$ cat config.mk
export PLATFORM = sky130hd
export DESIGN_NAME = load_store_unit_flat
export DESIGN_NICKNAME = d
export VERILOG_FILES = /design/src/rtl/riscv_pkg.sv /design/src/rtl/load_store_unit_if.sv /design/src/rtl/lsu_align.sv /design/src/rtl/load_store_unit.sv /design/src/flat_wrapper.sv
export SDC_FILE = /design/constraint.sdc
export NUM_CORES = 1
export LEC_CHECK = 0
export CAP_MARGIN = 5
export CORE_MARGIN = 1
export CORE_UTILIZATION = 45
export CTS_CLUSTER_DIAMETER = 100
export DETAILED_ROUTE_END_ITERATION = 7
export PLACE_DENSITY = 0.78
export SYNTH_ARGS = -nofsm -noshare
export SYNTH_HDL_FRONTEND = slang
export SYNTH_SLANG_ARGS = --single-unit
$ cat constraint.sdc
create_clock -name clk -period 5.7 [get_ports clk]
set_input_delay 1.71 -clock clk [delete_from_list [all_inputs] [get_ports clk]]
set_output_delay 1.71 -clock clk [all_outputs]
set_load 0.03 [all_outputs]
$ cat src/rtl/riscv_pkg.sv
// Shared definitions for the load/store unit: data width, funct3 encodings
// for loads and stores, and the 3-bit controller state encoding.
package riscv_pkg;

   localparam int XLEN = 32;

   // Load funct3 encodings
   localparam logic [2:0] F3_LB  = 3'b000;
   localparam logic [2:0] F3_LH  = 3'b001;
   localparam logic [2:0] F3_LW  = 3'b010;
   localparam logic [2:0] F3_LBU = 3'b100;
   localparam logic [2:0] F3_LHU = 3'b101;

   // Store funct3 encodings
   localparam logic [2:0] F3_SB  = 3'b000;
   localparam logic [2:0] F3_SH  = 3'b001;
   localparam logic [2:0] F3_SW  = 3'b010;

   typedef enum logic [2:0] {
      S_IDLE   = 3'd0,
      S_READ   = 3'd1,
      S_RMW_RD = 3'd2,
      S_RMW_WR = 3'd3,
      S_WRITE  = 3'd4,
      S_RESP   = 3'd5
   } lsu_state_e;

endpackage

$ cat src/rtl/load_store_unit_if.sv
// Bundle of the pipeline request/response and data_memory signals.
// Handshake: a request transfers on a rising edge where req_valid && req_ready;
// resp_valid is a one-cycle pulse with no backpressure; the memory side has
// no handshake (mem_rdata is combinational in the mem_read cycle).
interface load_store_unit_if;
   import riscv_pkg::*;

   logic            req_valid;
   logic            req_ready;
   logic            req_store;
   logic [2:0]      req_funct3;
   logic [XLEN-1:0] req_addr;
   logic [XLEN-1:0] req_wdata;
   logic            resp_valid;
   logic [XLEN-1:0] resp_rdata;
   logic            resp_err;
   logic            mem_read;
   logic            mem_write;
   logic [XLEN-1:0] mem_addr;
   logic [XLEN-1:0] mem_wdata;
   logic [XLEN-1:0] mem_rdata;

   // View of the load/store unit itself
   modport slave (
      input  req_valid, req_store, req_funct3, req_addr, req_wdata, mem_rdata,
      output req_ready, resp_valid, resp_rdata, resp_err,
             mem_read, mem_write, mem_addr, mem_wdata
   );

   // View of the surrounding pipeline and memory
   modport master (
      output req_valid, req_store, req_funct3, req_addr, req_wdata, mem_rdata,
      input  req_ready, resp_valid, resp_rdata, resp_err,
             mem_read, mem_write, mem_addr, mem_wdata
   );

endinterface

$ cat src/rtl/lsu_align.sv
// Combinational lane logic: extracts/extends load data, merges sub-word
// store data into a word, and flags illegal funct3 or misaligned addresses.
module lsu_align
   import riscv_pkg::*;
(
   input  logic            store_i,
   input  logic [2:0]      funct3_i,
   input  logic [1:0]      offset_i,
   input  logic [XLEN-1:0] raw_i,
   input  logic [XLEN-1:0] wdata_i,
   output logic [XLEN-1:0] load_o,
   output logic [XLEN-1:0] merged_o,
   output logic            err_o
);

   logic [7:0]  byte_sel;
   logic [15:0] half_sel;

   // Pick the addressed byte and half-word lanes out of the raw word
   always_comb begin
      byte_sel = raw_i[7:0];
      case (offset_i)
         2'd0:    byte_sel = raw_i[7:0];
         2'd1:    byte_sel = raw_i[15:8];
         2'd2:    byte_sel = raw_i[23:16];
         default: byte_sel = raw_i[31:24];
      endcase
      half_sel = offset_i[1] ? raw_i[31:16] : raw_i[15:0];
   end

   // Extend the selected lane according to the load type
   always_comb begin
      load_o = '0;
      case (funct3_i)
         F3_LB:   load_o = {{(XLEN-8){byte_sel[7]}}, byte_sel};
         F3_LH:   load_o = {{(XLEN-16){half_sel[15]}}, half_sel};
         F3_LW:   load_o = raw_i;
         F3_LBU:  load_o = {{(XLEN-8){1'b0}}, byte_sel};
         F3_LHU:  load_o = {{(XLEN-16){1'b0}}, half_sel};
         default: load_o = '0;
      endcase
   end

   // Replace the target byte/half lane of the raw word with store data
   always_comb begin
      merged_o = raw_i;
      if (funct3_i == F3_SB) begin
         case (offset_i)
            2'd0:    merged_o[7:0]   = wdata_i[7:0];
            2'd1:    merged_o[15:8]  = wdata_i[7:0];
            2'd2:    merged_o[23:16] = wdata_i[7:0];
            default: merged_o[31:24] = wdata_i[7:0];
         endcase
      end else if (funct3_i == F3_SH) begin
         if (offset_i[1]) merged_o[31:16] = wdata_i[15:0];
         else             merged_o[15:0]  = wdata_i[15:0];
      end else begin
         merged_o = wdata_i;
      end
   end

   // Illegal funct3 for the access direction, or address not size-aligned
   always_comb begin
      err_o = 1'b1;
      case (funct3_i)
         3'b000:        err_o = 1'b0;
         3'b001:        err_o = offset_i[0];
         3'b010:        err_o = |offset_i;
         F3_LBU:        err_o = store_i;
         F3_LHU:        err_o = store_i | offset_i[0];
         default:       err_o = 1'b1;
      endcase
   end

endmodule

$ cat src/rtl/load_store_unit.sv
// Memory-stage initiator: one load/store at a time towards a word-wide memory
// without byte enables; sub-word stores are done as read-modify-write.
module load_store_unit
   import riscv_pkg::*;
(
   input  logic               clk,
   input  logic               rst_n,
   load_store_unit_if.slave   bus,
   output lsu_state_e         state_o
);

   lsu_state_e      state_q, state_d;
   logic [XLEN-1:0] addr_q;
   logic [2:0]      funct3_q;
   logic            store_q;
   logic [XLEN-1:0] wdata_q;
   logic [XLEN-1:0] word_q;
   logic [XLEN-1:0] rdata_q;
   logic            err_q;

   logic            idle;
   logic            accept;
   logic            al_store;
   logic [2:0]      al_funct3;
   logic [1:0]      al_offset;
   logic [XLEN-1:0] al_raw;
   logic [XLEN-1:0] al_load;
   logic [XLEN-1:0] al_merged;
   logic            al_err;

   assign idle    = (state_q == S_IDLE);
   assign accept  = idle && bus.req_valid;
   assign state_o = state_q;

   // In IDLE the aligner classifies the incoming request; afterwards it works
   // on the latched request. The raw word is the captured word only while
   // merging, otherwise the live memory read data.
   assign al_store  = idle ? bus.req_store      : store_q;
   assign al_funct3 = idle ? bus.req_funct3     : funct3_q;
   assign al_offset = idle ? bus.req_addr[1:0]  : addr_q[1:0];
   assign al_raw    = (state_q == S_RMW_WR) ? word_q : bus.mem_rdata;

   lsu_align u_align (
      .store_i  (al_store),
      .funct3_i (al_funct3),
      .offset_i (al_offset),
      .raw_i    (al_raw),
      .wdata_i  (wdata_q),
      .load_o   (al_load),
      .merged_o (al_merged),
      .err_o    (al_err)
   );

   // State register
   always_ff @(posedge clk or negedge rst_n) begin
      if (!rst_n) state_q <= S_IDLE;
      else        state_q <= state_d;
   end

   // Next-state selection
   always_comb begin
      state_d = state_q;
      case (state_q)
         S_IDLE: begin
            if (bus.req_valid) begin
               if (al_err)                        state_d = S_RESP;
               else if (!bus.req_store)           state_d = S_READ;
               else if (bus.req_funct3 == F3_SW)  state_d = S_WRITE;
               else                               state_d = S_RMW_RD;
            end
         end
         S_READ:   state_d = S_RESP;
         S_RMW_RD: state_d = S_RMW_WR;
         S_RMW_WR: state_d = S_RESP;
         S_WRITE:  state_d = S_RESP;
         S_RESP:   state_d = S_IDLE;
         default:  state_d = S_IDLE;
      endcase
   end

   // Request latches and captured memory data
   always_ff @(posedge clk or negedge rst_n) begin
      if (!rst_n) begin
         addr_q   <= '0;
         funct3_q <= '0;
         store_q  <= 1'b0;
         wdata_q  <= '0;
         word_q   <= '0;
         rdata_q  <= '0;
         err_q    <= 1'b0;
      end else begin
         if (accept) begin
            addr_q   <= bus.req_addr;
            funct3_q <= bus.req_funct3;
            store_q  <= bus.req_store;
            wdata_q  <= bus.req_wdata;
            err_q    <= al_err;
            rdata_q  <= '0;
         end
         if (state_q == S_READ)   rdata_q <= al_load;
         if (state_q == S_RMW_RD) word_q  <= bus.mem_rdata;
      end
   end

   // Outputs decoded from state; address/data held at 0 when no strobe
   always_comb begin
      bus.req_ready  = idle;
      bus.resp_valid = 1'b0;
      bus.resp_rdata = '0;
      bus.resp_err   = 1'b0;
      bus.mem_read   = 1'b0;
      bus.mem_write  = 1'b0;
      bus.mem_addr   = '0;
      bus.mem_wdata  = '0;
      case (state_q)
         S_READ, S_RMW_RD: begin
            bus.mem_read = 1'b1;
            bus.mem_addr = {2'b00, addr_q[XLEN-1:2]};
         end
         S_WRITE: begin
            bus.mem_write = 1'b1;
            bus.mem_addr  = {2'b00, addr_q[XLEN-1:2]};
            bus.mem_wdata = wdata_q;
         end
         S_RMW_WR: begin
            bus.mem_write = 1'b1;
            bus.mem_addr  = {2'b00, addr_q[XLEN-1:2]};
            bus.mem_wdata = al_merged;
         end
         S_RESP: begin
            bus.resp_valid = 1'b1;
            bus.resp_err   = err_q;
            bus.resp_rdata = err_q ? '0 : rdata_q;
         end
         default: ;
      endcase
   end

endmodule
$ cat src/flat_wrapper.sv
// flat-port wrapper written by rule: the top's interface ports become plain ports
module load_store_unit_flat import riscv_pkg::*;
  (clk, rst_n, state_o, bus_req_valid, bus_req_store, bus_req_funct3, bus_req_addr, bus_req_wdata, bus_mem_rdata, bus_req_ready, bus_resp_valid, bus_resp_rdata, bus_resp_err, bus_mem_read, bus_mem_write, bus_mem_addr, bus_mem_wdata);
  load_store_unit_if bus_i ();
  input  logic clk;
  input  logic rst_n;
  output lsu_state_e state_o;
  input wire logic [$bits(bus_i.req_valid)-1:0] bus_req_valid;
  input wire logic [$bits(bus_i.req_store)-1:0] bus_req_store;
  input wire logic [$bits(bus_i.req_funct3)-1:0] bus_req_funct3;
  input wire logic [$bits(bus_i.req_addr)-1:0] bus_req_addr;
  input wire logic [$bits(bus_i.req_wdata)-1:0] bus_req_wdata;
  input wire logic [$bits(bus_i.mem_rdata)-1:0] bus_mem_rdata;
  output wire logic [$bits(bus_i.req_ready)-1:0] bus_req_ready;
  output wire logic [$bits(bus_i.resp_valid)-1:0] bus_resp_valid;
  output wire logic [$bits(bus_i.resp_rdata)-1:0] bus_resp_rdata;
  output wire logic [$bits(bus_i.resp_err)-1:0] bus_resp_err;
  output wire logic [$bits(bus_i.mem_read)-1:0] bus_mem_read;
  output wire logic [$bits(bus_i.mem_write)-1:0] bus_mem_write;
  output wire logic [$bits(bus_i.mem_addr)-1:0] bus_mem_addr;
  output wire logic [$bits(bus_i.mem_wdata)-1:0] bus_mem_wdata;
  assign bus_i.req_valid = bus_req_valid;
  assign bus_i.req_store = bus_req_store;
  assign bus_i.req_funct3 = bus_req_funct3;
  assign bus_i.req_addr = bus_req_addr;
  assign bus_i.req_wdata = bus_req_wdata;
  assign bus_i.mem_rdata = bus_mem_rdata;
  assign bus_req_ready = bus_i.req_ready;
  assign bus_resp_valid = bus_i.resp_valid;
  assign bus_resp_rdata = bus_i.resp_rdata;
  assign bus_resp_err = bus_i.resp_err;
  assign bus_mem_read = bus_i.mem_read;
  assign bus_mem_write = bus_i.mem_write;
  assign bus_mem_addr = bus_i.mem_addr;
  assign bus_mem_wdata = bus_i.mem_wdata;
  load_store_unit u_core (.clk(clk), .rst_n(rst_n), .bus(bus_i), .state_o(state_o));
endmodule
==> run_summary.xml <==
<?xml version="1.0" encoding="UTF-8"?>
<metrics>
  <group name="placement">
    <metric name="dpl.hpwl" unit="um">19300</metric>
    <metric name="globalplace.congestion" unit="">0.939</metric>
    <metric name="place.port_buffers" unit="">204</metric>
    <metric name="postPlaceCellArea" unit="um2">10600</metric>
  </group>
  <group name="clock_tree">
    <metric name="worstSkewPairLatency" unit="ps">430</metric>
    <metric name="tritoncts_num_sinks" unit="">136</metric>
    <metric name="ctsHoldBuffers" unit="">0</metric>
    <metric name="tritoncts" unit="">yes</metric>
    <metric name="cts_buf_count" unit="">17</metric>
    <metric name="clock_root_buffer_master" unit="">clkbuf_16</metric>
    <metric name="clkTransAtPathRegs" unit="ps">70</metric>
    <metric name="clock_tree.htree_level_count" unit="">4</metric>
    <metric name="cts.path.max_buffers" unit="">2</metric>
  </group>
  <group name="grt">
    <metric name="first_global_vias" unit="">7554</metric>
    <metric name="pin_count_of_the_biggest_net_entering_global_routing" unit="">63</metric>
    <metric name="wire_length_of_the_first_global_routing_pass" unit="um">42200</metric>
    <metric name="total_global_routing_track_utilization" unit="%">28.0</metric>
    <metric name="globalRouteOverflowTotal" unit="">0</metric>
    <metric name="grt_antenna_before_repair" unit="">1</metric>
  </group>
  <group name="outcome">
    <metric name="run_status" unit="">completed</metric>
  </group>
  <group name="sta">
    <metric name="clock-skew-final" unit="ps">9.98</metric>
    <metric name="worst_slew_pin_slew" unit="ps">1020</metric>
    <metric name="final_report_hold_violation_count" unit="">0</metric>
    <metric name="timing.final.crit_share" unit="%">98.5</metric>
    <metric name="report.final.setup_viol" unit="">0</metric>
    <metric name="fmax" unit="GHz">0.178</metric>
    <metric name="maxSlewViolCount" unit="">0</metric>
    <metric name="grt_setup_unrepaired" unit="">false</metric>
    <metric name="relSlewSlack" unit="%">31.4</metric>
    <metric name="finalSetupTns" unit="ps">0</metric>
    <metric name="finalWorstPathRequiredPeriod" unit="ps">5610</metric>
  </group>
  <group name="logic_synthesis">
    <metric name="avgSynthCellArea" unit="um2">8.95</metric>
    <metric name="synth_async_sr_flop_share" unit="%">100</metric>
    <metric name="yosys_most_used_dff" unit="">dfrtp_1</metric>
    <metric name="synth_area" unit="um2">8330</metric>
    <metric name="synth_edf_count" unit="">0</metric>
    <metric name="synth.ff_latch_count" unit="">136</metric>
    <metric name="dominant_cells_by_area_after_synthesis" unit="">dfrtp_1 (41%), nand2_1 (11%), mux2i_1 (8.5%), mux2_2 (6.4%), and2_1 (4.8%)</metric>
    <metric name="synth_warnings" unit="">0</metric>
    <metric name="ys_types" unit="">67</metric>
    <metric name="netlist_instances" unit="">930</metric>
    <metric name="yosysTopAreaCell" unit="">dfrtp_1</metric>
    <metric name="synth.yosys.seq_area_share" unit="%">40.9</metric>
    <metric name="synthDominantCellAreaShare" unit="%">40.9</metric>
  </group>
  <group name="floorplanning">
    <metric name="die-width" unit="um">138</metric>
    <metric name="core-area" unit="um2">18000</metric>
    <metric name="start_util" unit="%">46.2</metric>
    <metric name="dieArea" unit="um2">19000</metric>
    <metric name="ios" unit="">207</metric>
    <metric name="number_of_rows_in_the_core_area" unit="">49</metric>
    <metric name="fp.dieH" unit="um">138</metric>
  </group>
  <group name="worst_setup_path">
    <metric name="worst_ep_arrival_time" unit="ps">3900</metric>
    <metric name="critPathCaptureType" unit="">output pin</metric>
    <metric name="worst-endpoint-required" unit="ps">3990</metric>
    <metric name="worstSetupStartpointType" unit="">primary input</metric>
    <metric name="critPathMaxFanout" unit="">8</metric>
    <metric name="crit_type" unit="">primary input to output pin</metric>
  </group>
  <group name="power_and_ir_drop">
    <metric name="ir_drop" unit="mV">0.323</metric>
    <metric name="power_leakage" unit="nW">5.23</metric>
    <metric name="power_density" unit="nW/um2">559</metric>
  </group>
  <group name="detailed_routing">
    <metric name="post-route-drc-count" unit="">0</metric>
    <metric name="wl_per_cell" unit="um">19.4</metric>
    <metric name="viasPerCell" unit="">5.78</metric>
    <metric name="route.final.wire_length" unit="um">26600</metric>
    <metric name="detailroute.via_count" unit="">7892</metric>
    <metric name="met2RoutedLength" unit="um">12100</metric>
    <metric name="routedLengthMet1" unit="um">11100</metric>
    <metric name="dr.max_layer_used" unit="">met4</metric>
    <metric name="first_iteration_detailed_routing_drc_count" unit="">767</metric>
    <metric name="drtAntennaViolNets" unit="">0</metric>
    <metric name="dr_wl_met3" unit="um">2520</metric>
    <metric name="detail_route.first_pass.iterations" unit="">6</metric>
  </group>
  <group name="finish">
    <metric name="layout-area-overhead-vs-synth" unit="%">34.7</metric>
    <metric name="design_area" unit="um2">11200</metric>
    <metric name="final_layout_size_suffix_gt1_share" unit="%">16.4</metric>
    <metric name="final_nets" unit="">1226</metric>
    <metric name="num-fill-cells" unit="">1538</metric>
  </group>
  <group name="worst_hold_path">
    <metric name="holdCritPathClass" unit="">flop to flop</metric>
  </group>
  <group name="run">
    <metric name="max-cap-violations" unit="">0</metric>
  </group>
</metrics>
final cells by class:
cell class                      count  area [um2]  share of cell area [%]
Antenna cell                        1        2.50                  0.0223
Clock buffer                       18         429                    3.83
Clock inverter                     14         141                    1.26
Inverter                            4        15.0                   0.134
Multi-Input combinational cell    722        4630                    41.3
Sequential cell                   136        3400                    30.3
Tap cell                          229         287                    2.55
Timing Repair Buffer              242        2310                    20.6
registers in the layout, summed over array words and instances (netlist names):
register and count:
u_core.rdata_q 32, u_core.store_q 1, u_core.addr_q 32, u_core.word_q 32
u_core.state_o 3, u_core.funct3_q 3, u_core.err_q 1, u_core.wdata_q 32
stage by stage:
step | instances | hold slack [ps] | setup WS, ps | power, mW | util [%]
6_report | 1366 | 467 | 86.9 | 6.27 | 62.2
5_1_grt | 1366 | 488 | 32.8 | 6.62 | 62.2
4_1_cts | 1365 | 470 | 3.00 | 6.24 | 62.2
3_5_place_dp | 1333 | 454 | 11.2 | 5.14 | 59.0
3_3_place_gp | 1333 | 449 | 9.68 | 5.09 | 59.0
2_1_floorplan | 931 | 437 | 761 | 4.02 | -
timing repair:
| item | 4_1_cts | 5_1_grt |
|---|---|---|
| setup buffers | 0 | 0 |
| endpoints found under the hold margin | 0 | 0 |
| setup endpoints to repair | 1 | 13 |
| resized for setup | 1 | 2 |
power by group:
| part | internal, mW | switching, mW |
|---|---|---|
| Sequential | 1.38 | 0.440 |
| Combinational | 1.40 | 1.96 |
| Clock | 0.612 | 0.472 |
| Total | 3.39 | 2.87 |
routing by layer:
layer | GRT usage, % | vias to the layer above
met5 | 0 | -
met4 | 12.1 | 0
met3 | 6.23 | 56
met2 | 42.9 | 430
met1 | 38.1 | 3739
li1 | - | 3667
worst max-delay path, cell delays in order:
cell	delay (ps)
clkdlybuf4s50_1	710
nor2b_1	100
mux2i_2	200
mux2i_1	210
nor2_1	70
a221o_1	290
clkdlybuf4s50_1	600
placed cells by master, fill, tap and decap left out, drive strengths merged, types with 9 or more instances in the layout:
cell type        n
a21oi           61
inv             10
and2            65
a31oi           19
a221o           31
mux2i           75
nor2            49
nor3             9
o21ai           23
dfrtp          136
buf             69
clkdlybuf4s50  172
nand2          248
clkbuf          18
a22o             9
mux2            48
final timing paths:
path | start | to | slack (ps) | depth (start not counted)
worst max-delay path | bus_req_addr[0] | bus_mem_wdata[18] | 90 | 7
worst min-delay path | u_core.addr_q[3] | u_core.addr_q[3] | 470 | 2
worst max register to register | u_core.state_o[0] | u_core.rdata_q[19] | 2520 | 7
worst min register to register | u_core.addr_q[3] | u_core.addr_q[3] | 470 | 2
max in group asynchronous | rst_n | u_core.rdata_q[31] | 3350 | 2
min in group asynchronous | rst_n | u_core.addr_q[3] | 1270 | 1
cells in the mapped netlist, types with 4 or more instances:
cell type,instances
mux2_2,47
a221oi_1,5
nor3b_1,8
o21ai_0,20
a221o_1,31
mux2i_1,71
nor2_1,48
a21oi_1,61
a22o_1,9
o22ai_1,7
o22a_1,4
a31oi_1,9
nor2b_1,7
a31oi_2,10
dfrtp_1,136
buf_6,4
and2_1,64
buf_2,9
o2bb2ai_1,4
nor3_1,8
nand2_1,247
a32oi_1,4
clkbuf_1,49
cells by family (layout without fill, tap and decap cells):
kind of cell    after synthesis  count (layout)  synth area share (%)
simple gates                408             408                  22.3
other cells                   1               3                0.0450
buf+inv                      73             278                  4.06
mux                         124             124                  16.3
compound gates              188             188                  16.4
flops                       136             136                  40.9
Power figures use the tool's default switching activity.
